--- src/rtl/wta_disparity_seq.sv ---
// Streaming winner-take-all disparity selector: folds BEATS beats of INPUTS costs
// into the lowest-cost disparity per pixel, with a one-deep held output.
package wta_disparity_pkg;
    function automatic int clog2(input int value);
        int result;
        result = 0;
        while ((1 << result) < value) begin
            result = result + 1;
        end
        return result;
    endfunction
endpackage

module wta_disparity_seq
    import wta_disparity_pkg::*;
#(
    parameter int WIDTH       = 7,
    parameter int INPUTS      = 8,
    parameter int DISPARITIES = 64,
    localparam int BEATS      = DISPARITIES / INPUTS,
    localparam int DISP_WIDTH = clog2(DISPARITIES)
) (
    input  logic                    clk,
    input  logic                    rst,
    input  logic                    in_valid,
    output logic                    in_ready,
    input  logic [WIDTH*INPUTS-1:0] in_words,
    output logic                    out_valid,
    input  logic                    out_ready,
    output logic [DISP_WIDTH-1:0]   out_disparity,
    output logic [WIDTH-1:0]        out_min_cost
);

    localparam int BEAT_W = (BEATS > 1) ? clog2(BEATS) : 1;
    localparam int IDX_W  = clog2(INPUTS);

    logic [BEAT_W-1:0]     r_beat_cnt;
    logic [WIDTH-1:0]      r_run_cost;
    logic [DISP_WIDTH-1:0] r_run_disp;
    logic                  r_out_valid;
    logic [DISP_WIDTH-1:0] r_out_disp;
    logic [WIDTH-1:0]      r_out_cost;

    logic [WIDTH-1:0]      w_loc_cost;
    logic [IDX_W-1:0]      w_loc_idx;
    logic [DISP_WIDTH-1:0] w_cand_disp;
    logic                  w_final;
    logic                  w_accept;
    logic                  w_take;
    logic [WIDTH-1:0]      w_merge_cost;
    logic [DISP_WIDTH-1:0] w_merge_disp;

    // Per-beat argmin; strict compare keeps the lowest local index on ties.
    always_comb begin
        w_loc_cost = in_words[0 +: WIDTH];
        w_loc_idx  = '0;
        for (int i = 1; i < INPUTS; i++) begin
            if (in_words[i*WIDTH +: WIDTH] < w_loc_cost) begin
                w_loc_cost = in_words[i*WIDTH +: WIDTH];
                w_loc_idx  = IDX_W'(i);
            end else begin
                w_loc_cost = w_loc_cost;
                w_loc_idx  = w_loc_idx;
            end
        end
    end

    assign w_cand_disp  = DISP_WIDTH'(r_beat_cnt) * DISP_WIDTH'(INPUTS) + DISP_WIDTH'(w_loc_idx);
    assign w_final      = (r_beat_cnt == BEAT_W'(BEATS - 1));
    // Only the final beat needs the output slot, so only it is held off.
    assign in_ready     = !(w_final && r_out_valid && !out_ready);
    assign w_accept     = in_valid && in_ready;
    assign w_take       = (r_beat_cnt == '0) || (w_loc_cost < r_run_cost);
    assign w_merge_cost = w_take ? w_loc_cost : r_run_cost;
    assign w_merge_disp = w_take ? w_cand_disp : r_run_disp;

    // Beat counter and running minimum across the beats of one pixel.
    always_ff @(posedge clk) begin
        if (rst) begin
            r_beat_cnt <= '0;
            r_run_cost <= '0;
            r_run_disp <= '0;
        end else if (w_accept) begin
            r_beat_cnt <= w_final ? '0 : r_beat_cnt + BEAT_W'(1);
            r_run_cost <= w_merge_cost;
            r_run_disp <= w_merge_disp;
        end else begin
            r_beat_cnt <= r_beat_cnt;
            r_run_cost <= r_run_cost;
            r_run_disp <= r_run_disp;
        end
    end

    // Output holding register; a final beat may refill it in the cycle it drains.
    always_ff @(posedge clk) begin
        if (rst) begin
            r_out_valid <= 1'b0;
            r_out_disp  <= '0;
            r_out_cost  <= '0;
        end else if (w_accept && w_final) begin
            r_out_valid <= 1'b1;
            r_out_disp  <= w_merge_disp;
            r_out_cost  <= w_merge_cost;
        end else if (out_ready) begin
            r_out_valid <= 1'b0;
        end else begin
            r_out_valid <= r_out_valid;
        end
    end

    assign out_valid     = r_out_valid;
    assign out_disparity = r_out_disp;
    assign out_min_cost  = r_out_cost;

endmodule

--- config.mk ---
export PLATFORM = sky130hd
export DESIGN_NAME = wta_disparity_seq
export DESIGN_NICKNAME = d
export VERILOG_FILES = /design/src/rtl/wta_disparity_seq.sv
export SDC_FILE = /design/constraint.sdc
export NUM_CORES = 1
export LEC_CHECK = 0
export BUFFER_PORTS_ARGS = -buffer_cell sky130_fd_sc_hd__buf_2
export CAP_MARGIN = 20
export CELL_PAD_IN_SITES_DETAIL_PLACEMENT = 0
export CELL_PAD_IN_SITES_GLOBAL_PLACEMENT = 1
export CORE_MARGIN = 4
export CORE_UTILIZATION = 44
export CTS_CLUSTER_SIZE = 25
export DETAILED_ROUTE_END_ITERATION = 8
export GPL_ROUTABILITY_DRIVEN = 0
export PLACE_DENSITY = 0.85
export SLEW_MARGIN = 0
export SYNTH_ARGS = -nofsm -noshare
export SYNTH_HDL_FRONTEND = slang
export SYNTH_SLANG_ARGS = --single-unit
--- constraint.sdc ---
create_clock -name clk -period 27.2 [get_ports clk]
set_clock_uncertainty 0.1 [all_clocks]
set_input_delay 2.72 -clock clk [delete_from_list [all_inputs] [get_ports clk]]
set_output_delay 2.72 -clock clk [all_outputs]
set_load 0.02 [all_outputs]
==> results.md <==
* CP arrival at 18.39 ns
* CTS tree: done
* Outcome: complete, no violations
* MaxCap Viol Count at 0
* Sequential share of the synthesized area at between 10% and 20%
* Post-detailed-route wirelength per cell at 16.6 um
* Inserted Clock Buffers at 5
* Worst min path class: flip-flop to flip-flop
* Area grow syn2layout at 13.1%
* Hold-critical path depth at 2
* Share of cells above drive strength 1 at 19.8%
* Final slew viol count at 0
* Post-CTS Resized at 0
* Worst r2r dst: out_min_cost[2]$_SDFFE_PP0P_
* Placeable Area at 8340 um2
* Clock Pin Slew Worst Setup and Hold Paths at ~0.060 ns
* Peak supply drop at between 0.03 and 0.04 mV
* Ratio of final minimum period to clock period at 67.4%
* CP top delay family: compound AO/OA/AOI/OAI gates
* CP bufs+invs at 8
* R2r setup slk at 24.38 ns
* Headroom to the max-slew limit at 35.8%
* Diodes inserted at 0
* Setup bufs post-CTS at 0
* Syn Inst Count at 517
* Chip width at around 100 um
* Critical path's largest stage delay at 0.77 ns
* I/O pin total at 75
* First-pass GRT wire length at between 15 and 20 mm
* Via-to-Cell Ratio at approximately 6.1
* Number of global-route vias before repair at 3,791
* Setup_tns at 0 ns
* Post-synth EDFFs at 0
* Drt first pass iters at 4
* R2r worst-path depth at 9
* GRT Util Overall at 21.5%
* Antenna violations before repair at 0
* Required @ worst endpoint at 27.27 ns
* Htree depth at 2
* Hold-fix buffers, CTS at 0
* Fmax at 54.6 MHz
* Synth Flop Type: dfxtp_1
* Final Hold Violating Endpoints at 0
* # rows at 33
* Starting density of the core at a little under half
* FF-to-FF Start: r_run_cost[4]$_SDFFE_PP0P_
* Final Hold Slack at roughly 0.36 ns
* Crit end category: flip-flop
* Die extent in y at 102 um
* Vias after detailed routing at 4,171
* GR Overflow Total at 0
* Starting DRT DRC Count at approximately 220
* Register bit total from synthesis at 30
* Worst Hold End: out_disparity[5]$_SDFFE_PP0P_
* Leakage at 1.91 nW
* Port Buffers at 74
* Layout Nets at about 670
* Worst-path fanout max at 26
* Dpl hpwl at 9.16 mm
* Setup Crit Path Kind: input port to flip-flop
* Worst-Skew Late Latency at 0.28 ns
* Routed Antenna Nets at 0
* Die area at 10,300 um2
* Clock sink count at 30
* Clk buf depth at 2
* Slew at the pin with the worst max-slew slack at 0.963 ns
* Routed WL at around 11 mm
* Warnings, synthesis at 0
* Clock Root Buffer: clkbuf_8
* Largest net degree at the start of global routing at 31
* Drt drc at 0
* Cell area power density at between 80 and 90 nW/um2
* RSZ-0062 raised after global routing: false
* Fin crit period at 18.32 ns
* Yosys cell types at 79
* Slowest cell on the critical path: a21oi_1
* HP Start: out_disparity[5]$_SDFFE_PP0P_
* Syn Area/Cell at 7.44 um2
* Syn nets at a little over 600
* Mapped cell area at 3850 um2
* Crit start category: input port
* Setup-failing EPs final at 0
* Most used cell, CP: ha_1
* Ys async rst share at 0%
synth_stat cells, types with 5 or more instances:
master | number | share of area [%]
ha_1 | 31 | 10
a21o_1 | 6 | 1.2
and3_1 | 9 | 1.5
o21ai_1 | 13 | 1.7
a311o_1 | 5 | 1.3
clkbuf_1 | 11 | 1.1
nor2b_1 | 10 | 1.6
maj3_1 | 6 | 1.6
nand2_1 | 47 | 4.6
a211oi_1 | 15 | 2.9
inv_1 | 44 | 4.3
mux2_2 | 8 | 2.3
o221ai_1 | 5 | 1.1
nand3_1 | 7 | 0.91
o311a_1 | 5 | 1.3
and4_1 | 5 | 1.1
nor2_1 | 38 | 3.7
a31oi_1 | 7 | 1.1
nor4_1 | 5 | 0.81
a21oi_1 | 35 | 4.6
dfxtp_1 | 30 | 16
o21ai_0 | 44 | 5.7
mux2i_1 | 12 | 3.1
nor3_1 | 15 | 2.0
o211ai_1 | 5 | 0.98
o31ai_1 | 5 | 0.98
registers in the layout (all words and copies together) (netlist names):
name and flops:
r_run_disp 6, out_valid 1, r_run_cost 7, out_min_cost 7, out_disparity 6, r_beat_cnt 3
layout make-up:
type                       count  area, um2
tap                          105        131
sequential                    30        601
multi-input combinational    424       2990
clock buffer                   7       76.3
fill                         844       3990
timing repair buffer          75        385
inverter                      44        165
power by group:
| part | total [W] | switching, W | internal (W) |
|---|---|---|---|
| Clock | 0.0000336 | 0.0000160 | 0.0000176 |
| Combinational | 0.000268 | 0.000164 | 0.000105 |
| Sequential | 0.0000525 | 0.00000242 | 0.0000501 |
logic make-up after synthesis:
group / share of synthesized area (%)
adders and majority gates: 12.8
and+or+nand+nor: 19.8
AOI/OAI and AO/OA: 36.9
muxes: 6.96
buffers and inverters: 6.57
DFF: 15.6
xor gates and xnor gates: 1.37
how the worst max path moves through the flow:
stage | from | to | slack, ns | cells after the start
2_1_floorplan | in_words[2] | out_disparity[0]$_SDFFE_PP0P_ | 11.69 | 64
3_3_place_gp | in_words[2] | out_min_cost[1]$_SDFFE_PP0P_ | 8.81 | 61
3_5_place_dp | in_words[2] | out_min_cost[6]$_SDFFE_PP0P_ | 8.31 | 61
4_1_cts | in_words[2] | out_min_cost[6]$_SDFFE_PP0P_ | 8.59 | 61
5_1_grt | in_words[2] | out_min_cost[6]$_SDFFE_PP0P_ | 7.51 | 64
6_report | in_words[2] | out_min_cost[2]$_SDFFE_PP0P_ | 8.88 | 61
cell usage in the layout (no fill, tap or decap), drive strengths merged, types with 5 or more instances in the layout:
master / instances
buf: 75
o21ai: 58
nand2: 47
inv: 44
nor2: 38
a21oi: 38
ha: 31
dfxtp: 30
a211oi: 17
nor3: 15
mux2i: 14
nor2b: 10
mux2: 10
maj3: 10
and3: 9
a31oi: 9
nand3: 7
a21o: 7
clkbuf: 7
a311o: 6
and4: 5
o221ai: 5
o31ai: 5
o211ai: 5
nor4: 5
o311a: 5
through the flow:
stage                     cell area [um2]  instances  util (%)  worst slack [ns]  total power, W
after floorplan                      3850        517         -             11.69        0.000260
after global placement               4260        677      51.1              8.81        0.000309
after detailed placement             4260        677      51.1              8.31        0.000315
after CTS                            4340        684      52.0              8.59        0.000350
after global routing                 4350        685      52.2              7.51        0.000388
final                                4350        685      52.2              8.88        0.000354
worst reg2reg max path, stage by stage (launching register included):
cell,delay (ns)
dfxtp_1,0.31
inv_1,0.07
ha_1,0.31
nand4_1,0.12
o311ai_0,0.50
o21ai_0,0.26
a21oi_2,0.29
buf_8,0.22
nor3_1,0.13
a221o_1,0.39
per-layer routing:
metal	part of all wire (%)	vias up	track usage, %	routed length (um)
li1	-	2084	-	-
met1	48	1939	30.4	5400
met2	45	129	34.7	5150
met3	5.5	19	2.27	629
met4	1.7	0	5.73	189
met5	0	-	0	0
Note: power is estimated with default switching activity, not from simulation.
